==> src/rtl/voice_frame_sched.sv <==
// Frame scheduler between the FFT output stage and the spectral remap engine.
// FFT frames are written into a two-bank ping-pong spectrum RAM. Full banks
// are handed to the read side in arrival order. The read side drives the remap
// engine enable window and selects the RAM read address for each frame.
//
// Ports:
//   clk, rst           clock, synchronous active-high reset
//   fft_valid/last     incoming bin stream from the FFT
//   wr_en/bank/addr    RAM write side
//   mode_in            0 bypass, 1 remap, 2 mute, 3 bypass (latched per frame)
//   ifft_ready         downstream can take a new frame (sampled in IDLE only)
//   remap_enable       remap engine run window
//   remap_addr/tlast   engine read address and end-of-frame
//   rd_bank/rd_addr    RAM read side
//   mute               mute-mode frame in RUN
//   busy               read FSM not idle
//   drop_cnt           saturating count of dropped frames
//   err_timeout        sticky: the engine never signalled end-of-frame
module voice_frame_sched #(
  parameter int unsigned ADDR_W   = 10,
  parameter int unsigned BYP_LAT  = 2,
  parameter int unsigned DRAIN_TO = 16
) (
  input  logic              clk,
  input  logic              rst,
  input  logic              fft_valid,
  input  logic              fft_last,
  output logic              wr_en,
  output logic              wr_bank,
  output logic [ADDR_W-1:0] wr_addr,
  input  logic [1:0]        mode_in,
  input  logic              ifft_ready,
  output logic              remap_enable,
  input  logic [ADDR_W-1:0] remap_addr,
  input  logic              remap_tlast,
  output logic              rd_bank,
  output logic [ADDR_W-1:0] rd_addr,
  output logic              mute,
  output logic              busy,
  output logic [7:0]        drop_cnt,
  output logic              err_timeout
);

  localparam int unsigned DRAIN_MAX = (DRAIN_TO > BYP_LAT) ? DRAIN_TO : BYP_LAT;
  localparam int unsigned DCNT_W    = $clog2(DRAIN_MAX + 1);
  localparam logic [ADDR_W-1:0] RUN_LAST = '1;
  localparam logic [1:0] MODE_REMAP = 2'd1;
  localparam logic [1:0] MODE_MUTE  = 2'd2;

  typedef enum logic [1:0] {
    S_IDLE  = 2'd0,
    S_RUN   = 2'd1,
    S_DRAIN = 2'd2
  } state_t;

  state_t              state_q, state_d;
  logic [1:0]          full_q, full_d;
  logic                order_q, order_d;
  logic                rd_bank_q, rd_bank_d;
  logic [1:0]          mode_q, mode_d;
  logic [ADDR_W-1:0]   run_cnt_q, run_cnt_d;
  logic [DCNT_W-1:0]   drain_cnt_q, drain_cnt_d;
  logic                tlast_seen_q, tlast_seen_d;
  logic                remap_enable_q, remap_enable_d;
  logic                mute_q, mute_d;
  logic                busy_q, busy_d;
  logic                err_timeout_q, err_timeout_d;
  logic                wr_bank_q, wr_bank_d;
  logic [ADDR_W-1:0]   wr_addr_q, wr_addr_d;
  logic                dropping_q, dropping_d;
  logic [7:0]          drop_cnt_q, drop_cnt_d;

  logic                rel_c;
  logic [1:0]          full_rel;

  // Read FSM, then the write side which sees the banks after any release
  always_comb begin
    state_d        = state_q;
    full_d         = full_q;
    order_d        = order_q;
    rd_bank_d      = rd_bank_q;
    mode_d         = mode_q;
    run_cnt_d      = run_cnt_q;
    drain_cnt_d    = drain_cnt_q;
    tlast_seen_d   = tlast_seen_q;
    remap_enable_d = remap_enable_q;
    mute_d         = mute_q;
    err_timeout_d  = err_timeout_q;
    wr_bank_d      = wr_bank_q;
    wr_addr_d      = wr_addr_q;
    dropping_d     = dropping_q;
    drop_cnt_d     = drop_cnt_q;
    rel_c          = 1'b0;
    full_rel       = full_q;

    unique case (state_q)
      S_IDLE: begin
        if ((|full_q) && ifft_ready) begin
          // Oldest full bank first; order bit names it
          rd_bank_d      = full_q[order_q] ? order_q : ~order_q;
          mode_d         = mode_in;
          run_cnt_d      = '0;
          tlast_seen_d   = 1'b0;
          remap_enable_d = (mode_in == MODE_REMAP);
          mute_d         = (mode_in == MODE_MUTE);
          state_d        = S_RUN;
        end
      end
      S_RUN: begin
        run_cnt_d = run_cnt_q + 1'b1;
        // An early end-of-frame from the engine still counts in DRAIN
        if (remap_tlast) tlast_seen_d = 1'b1;
        if (run_cnt_q == RUN_LAST) begin
          state_d        = S_DRAIN;
          drain_cnt_d    = '0;
          remap_enable_d = 1'b0;
          mute_d         = 1'b0;
        end
      end
      S_DRAIN: begin
        drain_cnt_d = drain_cnt_q + 1'b1;
        if (mode_q == MODE_REMAP) begin
          if (tlast_seen_q || remap_tlast) begin
            rel_c = 1'b1;
          end else if (drain_cnt_q == DCNT_W'(DRAIN_TO - 1)) begin
            rel_c         = 1'b1;
            err_timeout_d = 1'b1;
          end
        end else if (drain_cnt_q == DCNT_W'(BYP_LAT - 1)) begin
          rel_c = 1'b1;
        end
        if (rel_c) begin
          full_rel[rd_bank_q] = 1'b0;
          order_d             = ~rd_bank_q;
          state_d             = S_IDLE;
        end
      end
      default: state_d = S_IDLE;
    endcase

    busy_d = (state_d != S_IDLE);
    full_d = full_rel;

    if (fft_valid && !dropping_q) wr_addr_d = wr_addr_q + 1'b1;

    if (fft_valid && fft_last) begin
      wr_addr_d = '0;
      if (dropping_q) begin
        if (drop_cnt_q != 8'hFF) drop_cnt_d = drop_cnt_q + 8'd1;
      end else begin
        full_d[wr_bank_q] = 1'b1;
      end
      // Next frame goes to the other bank if free, else it is dropped
      if (!full_rel[~wr_bank_q]) begin
        wr_bank_d  = ~wr_bank_q;
        dropping_d = 1'b0;
      end else if (dropping_q && !full_rel[wr_bank_q]) begin
        dropping_d = 1'b0;
      end else begin
        dropping_d = 1'b1;
      end
    end
  end

  always_ff @(posedge clk) begin
    if (rst) begin
      state_q        <= S_IDLE;
      full_q         <= '0;
      order_q        <= 1'b0;
      rd_bank_q      <= 1'b0;
      mode_q         <= '0;
      run_cnt_q      <= '0;
      drain_cnt_q    <= '0;
      tlast_seen_q   <= 1'b0;
      remap_enable_q <= 1'b0;
      mute_q         <= 1'b0;
      busy_q         <= 1'b0;
      err_timeout_q  <= 1'b0;
      wr_bank_q      <= 1'b0;
      wr_addr_q      <= '0;
      dropping_q     <= 1'b0;
      drop_cnt_q     <= '0;
    end else begin
      state_q        <= state_d;
      full_q         <= full_d;
      order_q        <= order_d;
      rd_bank_q      <= rd_bank_d;
      mode_q         <= mode_d;
      run_cnt_q      <= run_cnt_d;
      drain_cnt_q    <= drain_cnt_d;
      tlast_seen_q   <= tlast_seen_d;
      remap_enable_q <= remap_enable_d;
      mute_q         <= mute_d;
      busy_q         <= busy_d;
      err_timeout_q  <= err_timeout_d;
      wr_bank_q      <= wr_bank_d;
      wr_addr_q      <= wr_addr_d;
      dropping_q     <= dropping_d;
      drop_cnt_q     <= drop_cnt_d;
    end
  end

  assign wr_en        = fft_valid & ~dropping_q;
  assign wr_bank      = wr_bank_q;
  assign wr_addr      = wr_addr_q;
  assign remap_enable = remap_enable_q;
  assign rd_bank      = rd_bank_q;
  // Engine address in remap mode, linear sweep otherwise
  assign rd_addr      = (mode_q == MODE_REMAP) ? remap_addr : run_cnt_q;
  assign mute         = mute_q;
  assign busy         = busy_q;
  assign drop_cnt     = drop_cnt_q;
  assign err_timeout  = err_timeout_q;

endmodule

==> config.mk <==
export PLATFORM = sky130hd
export DESIGN_NAME = voice_frame_sched
export DESIGN_NICKNAME = d
export VERILOG_FILES = /design/src/rtl/voice_frame_sched.sv
export SDC_FILE = /design/constraint.sdc
export NUM_CORES = 1
export LEC_CHECK = 0
export BUFFER_PORTS_ARGS = -buffer_cell sky130_fd_sc_hd__buf_2
export CORE_ASPECT_RATIO = 1.25
export CORE_MARGIN = 3
export CORE_UTILIZATION = 40
export CTS_CLUSTER_DIAMETER = 80
export CTS_CLUSTER_SIZE = 12
export DETAILED_ROUTE_END_ITERATION = 8
export HOLD_SLACK_MARGIN = 0.08
export SETUP_SLACK_MARGIN = 0.05
export SYNTH_ARGS = -nofsm -noshare
export SYNTH_HDL_FRONTEND = slang
export SYNTH_SLANG_ARGS = --single-unit
==> constraint.sdc <==
create_clock -name clk -period 1.95 [get_ports clk]
set_input_delay 0.195 -clock clk [delete_from_list [all_inputs] [get_ports clk]]
set_output_delay 0.195 -clock clk [all_outputs]
set_load 0.01 [all_outputs]
==> flow_summary.json <==
{
  "cp_slowest_stage_delay_ps": 370,
  "cts_buffer_depth": 2,
  "vdd_drop_max_mv": 0.295,
  "grt_pass1_wl_mm": 8.70,
  "synth_seq_area_share_pct": 39.8,
  "cp.required_ps": 2190,
  "cap_violations": 0,
  "critPathArrivalTime_ps": 2130,
  "final_common_cell": "buf_2",
  "power_density_nw_per_um2": 619,
  "clock_sinks": 48,
  "timing.critical_path.mode_cell": "ha_4",
  "insertedDiodeCount": 0,
  "io_buffer_count": 52,
  "fmax_mhz": 531,
  "critPathCaptureType": "flip-flop",
  "holdWs_ps": 160,
  "drtIter0Drc": 67,
  "power_mw": 1.80,
  "start_util_pct": 41.5,
  "finalHoldViolCount": 0,
  "path_max_fanout": 8,
  "h-tree-depth": 2,
  "layout.cells.non_filler": 396,
  "dieArea_um2": 7010,
  "drt_drc_violations_left": 0,
  "hold_depth": 3,
  "cp_cell_sequence": "ha_4 -> and3_4 -> ha_4 -> or3_4 -> mux2i_4 -> buf_6 -> nor2_4 -> a21oi_2",
  "clk_latency_ps": 300,
  "worstSetupStartpointType": "flip-flop",
  "first_global_vias": 1900,
  "cts_made_buffers": 5,
  "criticalPathCategory": "flip-flop to flip-flop",
  "p_leak_nw": 1.21,
  "ys_warn_count": 0,
  "maxSlewViolCount": 0,
  "grt_use_total_pct": 15.9,
  "post-place-ws_ps": 48.4,
  "antenna_found_initial": 0,
  "dr.pass1.iters": 4,
  "cts-root-buf": "clkbuf_8",
  "vias": 2137,
  "nets": 353,
  "grt_max_degree": 36,
  "yosysUniqueCellTypes": 48,
  "gp_congestion": 0.776,
  "slowest_stage": "dfxtp_4",
  "synth-seq-cells": 48,
  "finalSetupTns_ps": 0,
  "worst_pin_slew_ps": 570,
  "ioPinCount": 53,
  "hpwl_mm": 3.77,
  "status": "complete, no violations",
  "place_inst": 385,
  "area_growth_pct": 20.5,
  "synth_cells": 275,
  "rsz0062_at_grt": "yes",
  "clkTransAtPathRegs_ps": 90,
  "r2r_cells": 8,
  "finalWirelength_mm": 5.38,
  "coreArea_um2": 5820,
  "wl_per_cell_um": 13.6,
  "die_w_um": 75.5,
  "slew_headroom_pct": 61.9,
  "postCtsHoldBufs": 0,
  "drive_above_1_share_pct": 30.3,
  "fin_skew_ps": 8.71,
  "viasPerCell": 5.40,
  "cts_tree": "built",
  "fin_crit_sh_pct": 96.6,
  "rows": 31,
  "synth_edf_count": 0,
  "die_h_um": 92.9,
  "grt_overflow_total": 0,
  "synth-async-reset-ratio_pct": 0,
  "syn_area_per_cell_um2": 8.78,
  "hold_class": "input port to flip-flop",
  "synth_ff_type": "dfxtp_1",
  "final_cell_mix": "buf_2 (52), dfxtp_1 (46), nor2_1 (36)",
  "setup_slack_ps": 66.2,
  "fin_crit_ps": 1880,
  "finalSetupViolations": 0,
  "drtAntennaViolNets": 0,
  "synth.cell_area_um2": 2410,
  "syn_nets": 299
}
## registers in the layout (all words and copies together), names as in the netlist
name,count
run_cnt_q,10
mode_q,2
wr_bank,1
tlast_seen_q,1
dropping_q,1
busy,1
wr_addr,10
err_timeout,1
full_q,2
state_q,2
order_q,1
rd_bank,1
mute,1
drop_cnt,8
drain_cnt_q,5
remap_enable,1
## final timing paths
check	from	slack (ps)	end
hold / removal	mode_in[1]	160	mode_q[1]$_SDFFE_PP0P_
hold reg to reg	mode_q[1]$_SDFFE_PP0P_	500	mode_q[1]$_SDFFE_PP0P_
setup / recovery	drain_cnt_q[0]$_SDFFE_PP0P_	70	dropping_q$_SDFFE_PP0P_
setup reg to reg	drain_cnt_q[0]$_SDFFE_PP0P_	70	dropping_q$_SDFFE_PP0P_
## worst max-delay path, delay by kind of cell (launching register included)
kind	cells	cell delay [ps]
simple gates	3	580
compound gates	1	140
fa+ha+maj	2	320
flops	1	370
mux	1	270
buf+inv	1	150
## cells in the mapped netlist (all sizes together) (2+ instances only)
master    n  area share, %
ha        6            3.1
o41ai     2           0.73
nand3    10            2.1
nor2b     3           0.78
o21ai    15            3.4
nor2     37            5.8
a21oi    24            5.0
inv       5           0.78
nor3      6            1.2
and4b     2           0.83
xor2      6            2.2
and3      7            1.9
nand2b    5            1.3
nor4      2           0.52
mux2i     7            3.4
nand3b    2           0.62
a22oi     2           0.62
xnor2     5            1.8
or3       6            1.6
o21a      3           0.93
a31oi     5            1.3
o2111ai   2           0.73
clkbuf    7            1.1
buf       6            1.7
or4       2           0.62
mux2     10            4.7
and4      2           0.73
nand2    15            2.3
o31ai     3           0.93
nand4    10            3.5
dfxtp    48             40
## what timing repair did
action | 4_1_cts | 5_1_grt
gates cloned | 0 | 0
pin swaps | 1 | 9
gates resized for setup | 3 | 15
endpoints found under the setup margin | 4 | 7
buffers inserted | 0 | 3
## cell families (layout without fill, tap and decap cells)
group | Yosys count | after routing | share of synthesized area (%)
and+or+nand+nor | 113 | 113 | 25.6
DFF | 48 | 48 | 39.8
buffers and inverters | 18 | 73 | 3.58
muxes | 17 | 17 | 8.08
adders and majority gates | 6 | 6 | 3.11
xor gates and xnor gates | 11 | 11 | 3.99
AOI/OAI and AO/OA | 62 | 62 | 15.8
## cell type report
type / count / area, um2
clock buffer: 6 / 82.6
clock inverter: 2 / 10.0
fill: 585 / 2910
inverter: 5 / 18.8
multi-input combinational: 209 / 1430
sequential: 48 / 966
tap: 66 / 82.6
timing repair buffer: 60 / 324
## metal layers
metal | global-route usage (%) | part of all wire, %
met5 | 0 | 0
met4 | 5.83 | 1.4
met3 | 4.13 | 4.5
met2 | 25.9 | 49
met1 | 19.6 | 45
## through the flow
stage	util, %	cell area [um2]
3_5_place_dp	46.9	2730
4_1_cts	48.6	2830
3_3_place_gp	46.9	2730
2_1_floorplan	-	2410
6_report	50.0	2910
5_1_grt	50.0	2910
## where the power goes
group          internal [mW]  switching (mW)
clock                  0.284           0.331
sequential             0.995          0.0218
combinational         0.0754          0.0937
Note: power is estimated with default switching activity, not from simulation.
